File: src/rtl/branch_predict_unit.sv
// ---------------------------------------------------------------------------
// branch_predict_unit
//
// Fetch-stage branch predictor plus execute-stage branch resolver.
//
// A direct-mapped table of ENTRIES entries holds, per entry, a valid bit, an
// address tag, a predicted target and a 2-bit saturating counter. Fetch looks
// the table up combinationally; execute resolves conditional branches
// (BEQ/BNE/BLT/BGE/BLTU/BGEU), raises a registered mispredict/redirect, trains
// the table and keeps wrapping performance counters.
//
// Ports
//   clk            in   1      clock, rising edge
//   rst_n          in   1      asynchronous active-low reset
//   fetch_pc       in   XLEN   PC being fetched
//   pred_taken     out  1      predicted taken (combinational)
//   pred_target    out  XLEN   predicted next PC (combinational)
//   resolve_valid  in   1      a conditional branch resolves this cycle
//   resolve_pc     in   XLEN   PC of the resolving branch
//   rs1_data       in   XLEN   operand 1
//   rs2_data       in   XLEN   operand 2
//   immediate      in   XLEN   sign-extended byte offset
//   func3          in   3      branch condition code
//   resolve_pred   in   1      prediction carried down the pipe
//   resolve_ptgt   in   XLEN   predicted target carried down the pipe
//   flush_table    in   1      invalidate every entry
//   mispredict     out  1      registered one-cycle pulse
//   redirect_pc    out  XLEN   registered correct next PC
//   illegal_cond   out  1      registered pulse for func3 010/011
//   branch_count   out  CNT_W  resolved branches (wraps)
//   mispred_count  out  CNT_W  mispredicts (wraps)
//
// ENTRIES must be a power of two and at least 2.
// ---------------------------------------------------------------------------
module branch_predict_unit #(
    parameter int XLEN    = 32,
    parameter int ENTRIES = 16,
    parameter int CNT_W   = 16
) (
    input  logic             clk,
    input  logic             rst_n,
    input  logic [XLEN-1:0]  fetch_pc,
    output logic             pred_taken,
    output logic [XLEN-1:0]  pred_target,
    input  logic             resolve_valid,
    input  logic [XLEN-1:0]  resolve_pc,
    input  logic [XLEN-1:0]  rs1_data,
    input  logic [XLEN-1:0]  rs2_data,
    input  logic [XLEN-1:0]  immediate,
    input  logic [2:0]       func3,
    input  logic             resolve_pred,
    input  logic [XLEN-1:0]  resolve_ptgt,
    input  logic             flush_table,
    output logic             mispredict,
    output logic [XLEN-1:0]  redirect_pc,
    output logic             illegal_cond,
    output logic [CNT_W-1:0] branch_count,
    output logic [CNT_W-1:0] mispred_count
);

    localparam int IDX_W = $clog2(ENTRIES);
    localparam int TAG_W = XLEN - IDX_W - 2;

    localparam logic [2:0] F3_BEQ  = 3'b000;
    localparam logic [2:0] F3_BNE  = 3'b001;
    localparam logic [2:0] F3_BLT  = 3'b100;
    localparam logic [2:0] F3_BGE  = 3'b101;
    localparam logic [2:0] F3_BLTU = 3'b110;
    localparam logic [2:0] F3_BGEU = 3'b111;

    localparam logic [1:0] CTR_RESET = 2'b01;
    localparam logic [1:0] CTR_ALLOC = 2'b10;

    // -----------------------------------------------------------------------
    // Table read views (one element per entry, driven from g_entry)
    // -----------------------------------------------------------------------
    logic [ENTRIES-1:0] valid_all;
    logic [TAG_W-1:0]   tag_all    [ENTRIES];
    logic [XLEN-1:0]    target_all [ENTRIES];
    logic [1:0]         ctr_all    [ENTRIES];

    // -----------------------------------------------------------------------
    // Predict
    // -----------------------------------------------------------------------
    logic [IDX_W-1:0] fetch_idx;
    logic [TAG_W-1:0] fetch_tag;
    logic             fetch_hit;

    assign fetch_idx   = fetch_pc[IDX_W+1:2];
    assign fetch_tag   = fetch_pc[XLEN-1:IDX_W+2];
    assign fetch_hit   = valid_all[fetch_idx] && (tag_all[fetch_idx] == fetch_tag);
    assign pred_taken  = fetch_hit && ctr_all[fetch_idx][1];
    assign pred_target = pred_taken ? target_all[fetch_idx] : fetch_pc + XLEN'(4);

    // -----------------------------------------------------------------------
    // Resolve
    // -----------------------------------------------------------------------
    logic             cond_legal;
    logic             cond_taken;
    logic             actual_taken;
    logic [XLEN-1:0]  res_tgt;
    logic [XLEN-1:0]  res_next;
    logic             mispredict_next;

    always_comb begin
        cond_legal = 1'b1;
        cond_taken = 1'b0;
        case (func3)
            F3_BEQ:  cond_taken = (rs1_data == rs2_data);
            F3_BNE:  cond_taken = (rs1_data != rs2_data);
            F3_BLT:  cond_taken = ($signed(rs1_data) <  $signed(rs2_data));
            F3_BGE:  cond_taken = ($signed(rs1_data) >= $signed(rs2_data));
            F3_BLTU: cond_taken = (rs1_data <  rs2_data);
            F3_BGEU: cond_taken = (rs1_data >= rs2_data);
            default: cond_legal = 1'b0;
        endcase
    end

    // Illegal codes resolve as not-taken so the pipe still gets a sane redirect.
    assign actual_taken = cond_legal && cond_taken;
    assign res_tgt      = resolve_pc + immediate;
    assign res_next     = actual_taken ? res_tgt : resolve_pc + XLEN'(4);

    // A taken branch predicted taken still mispredicts if the carried target is stale.
    assign mispredict_next = (actual_taken != resolve_pred) ||
                             (actual_taken && (resolve_ptgt != res_tgt));

    // -----------------------------------------------------------------------
    // Training
    // -----------------------------------------------------------------------
    logic [IDX_W-1:0] res_idx;
    logic [TAG_W-1:0] res_tag;
    logic             res_hit;
    logic             train_en;
    logic [1:0]       res_ctr;
    logic [1:0]       ctr_trained;

    assign res_idx  = resolve_pc[IDX_W+1:2];
    assign res_tag  = resolve_pc[XLEN-1:IDX_W+2];
    assign res_hit  = valid_all[res_idx] && (tag_all[res_idx] == res_tag);
    assign train_en = resolve_valid && cond_legal;
    assign res_ctr  = ctr_all[res_idx];

    always_comb begin
        ctr_trained = res_ctr;
        if (actual_taken) begin
            if (res_ctr != 2'b11) begin
                ctr_trained = res_ctr + 2'd1;
            end
        end else begin
            if (res_ctr != 2'b00) begin
                ctr_trained = res_ctr - 2'd1;
            end
        end
    end

    // One register set per entry. Fetch reads the registered state, so a
    // lookup that coincides with a write to the same index sees the old entry.
    generate
        for (genvar gi = 0; gi < ENTRIES; gi++) begin : g_entry
            logic             valid_reg;
            logic [TAG_W-1:0] tag_reg;
            logic [XLEN-1:0]  target_reg;
            logic [1:0]       ctr_reg;
            logic             write_sel;

            assign write_sel = train_en && (res_idx == IDX_W'(gi));

            always_ff @(posedge clk or negedge rst_n) begin
                if (!rst_n) begin
                    valid_reg  <= 1'b0;
                    tag_reg    <= '0;
                    target_reg <= '0;
                    ctr_reg    <= CTR_RESET;
                end else if (flush_table) begin
                    // Flush wins over any training write this cycle.
                    valid_reg <= 1'b0;
                    ctr_reg   <= CTR_RESET;
                end else if (write_sel) begin
                    if (res_hit) begin
                        ctr_reg <= ctr_trained;
                        if (actual_taken) begin
                            target_reg <= res_tgt;
                        end
                    end else if (actual_taken) begin
                        // Allocate (possibly evicting an alias) only on taken.
                        valid_reg  <= 1'b1;
                        tag_reg    <= res_tag;
                        target_reg <= res_tgt;
                        ctr_reg    <= CTR_ALLOC;
                    end
                end
            end

            assign valid_all[gi]  = valid_reg;
            assign tag_all[gi]    = tag_reg;
            assign target_all[gi] = target_reg;
            assign ctr_all[gi]    = ctr_reg;
        end
    endgenerate

    // -----------------------------------------------------------------------
    // Registered resolve outputs and performance counters
    // -----------------------------------------------------------------------
    logic             mispredict_reg;
    logic [XLEN-1:0]  redirect_reg;
    logic             illegal_reg;
    logic [CNT_W-1:0] branch_cnt_reg;
    logic [CNT_W-1:0] mispred_cnt_reg;

    always_ff @(posedge clk or negedge rst_n) begin
        if (!rst_n) begin
            mispredict_reg  <= 1'b0;
            redirect_reg    <= '0;
            illegal_reg     <= 1'b0;
            branch_cnt_reg  <= '0;
            mispred_cnt_reg <= '0;
        end else begin
            mispredict_reg <= 1'b0;
            illegal_reg    <= 1'b0;
            if (resolve_valid) begin
                branch_cnt_reg <= branch_cnt_reg + CNT_W'(1);
                illegal_reg    <= !cond_legal;
                if (mispredict_next) begin
                    mispredict_reg  <= 1'b1;
                    redirect_reg    <= res_next;
                    mispred_cnt_reg <= mispred_cnt_reg + CNT_W'(1);
                end
            end
        end
    end

    assign mispredict    = mispredict_reg;
    assign redirect_pc   = redirect_reg;
    assign illegal_cond  = illegal_reg;
    assign branch_count  = branch_cnt_reg;
    assign mispred_count = mispred_cnt_reg;

    // Instructions are word aligned; the low PC bits never select anything.
    logic unused_pc_bits;
    assign unused_pc_bits = ^{fetch_pc[1:0], resolve_pc[1:0]};

endmodule

File: config.mk
export PLATFORM = sky130hd
export DESIGN_NAME = branch_predict_unit
export DESIGN_NICKNAME = d
export VERILOG_FILES = /design/src/rtl/branch_predict_unit.sv
export SDC_FILE = /design/constraint.sdc
export NUM_CORES = 2
export LEC_CHECK = 0
export CELL_PAD_IN_SITES_DETAIL_PLACEMENT = 0
export CELL_PAD_IN_SITES_GLOBAL_PLACEMENT = 1
export CORE_UTILIZATION = 40
export DETAILED_ROUTE_END_ITERATION = 8
export PLACE_DENSITY_LB_ADDON = 0.1
export SLEW_MARGIN = 20
export SYNTH_ARGS = -nofsm -noshare
export SYNTH_HDL_FRONTEND = slang
export SYNTH_SLANG_ARGS = --single-unit
File: constraint.sdc
create_clock -name clk -period 6.9 [get_ports clk]
set_clock_uncertainty 0.2 [all_clocks]
set_input_delay 1.38 -clock clk [delete_from_list [all_inputs] [get_ports clk]]
set_output_delay 1.38 -clock clk [all_outputs]
set_load 0.02 [all_outputs]
==> flow_summary.toml <==
[global_route]
grt_usage_pct = 26.7
use_met1_pct = 37.0
grt_pass1_wl_um = 275000
antenna_found_initial = 10
grt_max_degree = 146
overflow = 0
busiest_layer = "met2"
grt_use_met3_pct = 4.82
grt_use_met2_pct = 42.9
grt_pass1_vias = 39374

[worst_setup_path]
path_class = "input pin to output pin"
cp-end-kind = "output pin"
cp-start-kind = "input pin"
worstPathArrival_ns = 5.23
worstPathMaxFanout = 7
required_ns = 5.32

[power_and_ir_drop]
p_int_uw = 12300
comb_power_share_pct = 20.0
powerDensity_nw_per_um2 = 263
seqPwrFrac_pct = 42.8
p_leak_uw = 0.0287
switching_share_pct = 28.9
p_sw_uw = 4980
pwr-share-clk_pct = 37.2
peakVddDrop_uv = 257

[placement]
placed_area_um2 = 61400
place_congestion = 0.881
dp_hpwl_um = 127000
numPortBuffers = 298

[clock_tree]
cts_tree = "built"
cts_sinks = 1042
clk_latency_ns = 0.75
cts_buffer_depth = 3
cts_made_buffers = 115
cts_root_buf = "clkbuf_16"
cts_htree_levels = 3
postCtsHoldBufs = 0
path_clk_slew_ns = 0.06

[logic_synthesis]
syn_area_per_cell_um2 = 12.2
async_flop_share_pct = 100
yosysWarnings = 0
synth_simple_gate_area_share_pct = 8.52
ys.flop_type = "dfrtp_1"
synth_xor_area_share_pct = 3.38
synth_seq_area_share_pct = 47.2
synth_fp_nets = 4794
synthAdderAreaFrac_pct = 1.62
yosysUniqueCellTypes = 86
synth_top_family_by_area = "multiplexers"
synth-edff-count = 0
netlist_area_um2 = 55200
syn_inst = 4523
yosys-mux-area-fraction_pct = 27.5
yosys_register_bits = 1042
synth-compound-area-share_pct = 8.29

[timing]
tightest_slew_ns = 0.973
maxSlewViolCount = 0
clock.fmax_mhz = 147
relSlewSlack_pct = 34.4
period_share_pct = 98.7
hold_violations = 0
rsz0062_at_grt = "no"
fin_crit_ns = 6.81
finalSetupViolCount = 0

[floorplanning]
rows = 135
ios = 299
die_area_um2 = 140000
die_h_um = 374
core_um2 = 136000
die_w_um = 374
start_util_pct = 40.6

[route]
drt_wl_total_um = 186000
first_pass_iters = 5
antenna_left = 0
avgViaCountPerCell = 5.73
wire_per_inst_um = 27.8
via_count = 38214
first_iter_violations = 2989
drc = 0

[cells_and_area]
fillCellCount = 12282
multiInputGateArea_um2 = 27500
seq_area_um2 = 26100
utilization_pct = 48.1
final_common_cell = "dfrtp_1"
area_delta_synth_final_pct = 18.5
final_cell_mix = "dfrtp_1 (1,026), nand2_1 (634), o21ai_0 (547)"
post-route-cell-area_um2 = 65500
nets = 5060
drive_above_1_share_pct = 29.7
largest_reg_flops = 512

[min_path]
hp-class = "flip-flop to flip-flop"

[run]
maxCapViolCount = 0

[run_status]
status = "finished clean"
-- power by group through the flow --
stage | Combinational, µW | Sequential [µW] | Clock, µW
3_5_place_dp | 3470 | 7470 | 0
3_3_place_gp | 3430 | 7460 | 0
5_1_grt | 3740 | 7480 | 6780
6_report | 3460 | 7380 | 6420
4_1_cts | 3480 | 7370 | 6550
2_1_floorplan | 2010 | 7420 | 0
-- per-layer routing --
metal | routed length (µm) | share of wire (%)
met3 | 10400 | 5.6
met2 | 87800 | 47
met5 | 13 | 0.0070
met1 | 81900 | 44
met4 | 5550 | 3.0
-- synthesized netlist by cell type (all sizes together), types with 6 or more instances --
| master | count | area share [%] |
|---|---|---|
| nor3 | 30 | 0.27 |
| mux2i | 8 | 0.14 |
| ha | 70 | 1.6 |
| a211oi | 12 | 0.21 |
| buf | 126 | 1.2 |
| xnor3 | 8 | 0.33 |
| xor2 | 58 | 0.92 |
| a21o | 15 | 0.20 |
| o211ai | 15 | 0.20 |
| dfstp | 16 | 0.76 |
| clkbuf | 276 | 1.9 |
| o32ai | 13 | 0.21 |
| nand3 | 66 | 0.60 |
| a211o | 6 | 0.095 |
| a21oi | 97 | 1.0 |
| and3 | 24 | 0.27 |
| inv | 49 | 0.33 |
| nand4 | 62 | 0.80 |
| mux4 | 435 | 18 |
| o21ai | 551 | 5.0 |
| xnor2 | 122 | 2.0 |
| and2 | 11 | 0.12 |
| dfrtp | 1026 | 46 |
| or4 | 6 | 0.082 |
| nand2 | 635 | 4.3 |
| nor4 | 13 | 0.15 |
| mux2 | 464 | 9.6 |
| o32a | 16 | 0.29 |
| nand2b | 25 | 0.28 |
| or3 | 7 | 0.079 |
| nor2 | 151 | 1.0 |
| a31oi | 19 | 0.22 |
-- timing repair --
| item | 4_1_cts | 5_1_grt |
|---|---|---|
| setup buffers | 1 | 2 |
| pin swaps | 1 | 0 |
| setup endpoints to repair | 31 | 28 |
| resized for setup | 40 | 9 |
| gates cloned | 2 | 1 |
-- critical path, cell delays in order --
cell	delay, ns
buf_16	0.15
buf_4	0.13
mux4_2	0.47
mux4_2	0.52
xnor2_2	0.17
nand2_1	0.08
or3b_1	0.37
or4_1	0.47
or4b_4	0.62
buf_4	0.19
buf_12	0.12
mux2_2	0.26
clkdlybuf4s15_2	0.27
-- kinds of logic after synthesis --
group / Yosys count
adders and majority gates: 71
DFF: 1042
xor gates and xnor gates: 192
muxes: 907
and+or+nand+nor: 1066
AOI/OAI and AO/OA: 794
buffers and inverters: 451
-- stage by stage --
| stage | TNS, ns | std cells | setup WS (ns) | power, µW | hold WS [ns] |
|---|---|---|---|---|---|
| floorplan | 0 | 4523 | 0.286 | 9430 | 0.245 |
| global placement | -9.15 | 6447 | -0.378 | 10900 | 0.256 |
| detailed placement | -9.32 | 6447 | -0.374 | 10900 | 0.265 |
| CTS | 0 | 6664 | 0.0329 | 17400 | 0.278 |
| global route | 0 | 6672 | 0.0153 | 18000 | 0.287 |
| finish | 0 | 6674 | 0.0924 | 17200 | 0.272 |
-- path summary, 6_finish.rpt --
| kind | start | end | slack [ns] | cells past startpoint |
|---|---|---|---|---|
| setup / recovery | fetch_pc[2] | pred_target[1] | 0.09 | 13 |
| hold / removal | g_entry[11].target_reg[31] | g_entry[11].target_reg[31] | 0.27 | 2 |
| setup reg to reg | g_entry[15].tag_reg[23] | g_entry[11].ctr_reg[0] | 2.84 | 10 |
| hold reg to reg | g_entry[11].target_reg[31] | g_entry[11].target_reg[31] | 0.27 | 2 |
| max in group asynchronous | rst_n | mispred_count[1] | 4.42 | 3 |
| min in group asynchronous | rst_n | branch_count[13] | 0.46 | 1 |
-- final cells by class --
cell class,count,share of cell area [%]
sequential,1042,39.9
antenna,7,0.0268
clock buffer,156,4.97
inverter,49,0.281
clock inverter,58,1.02
tap,1781,3.40
multi-input combinational,3030,42.0
timing repair buffer,551,8.48
Power figures use the tool's default switching activity.
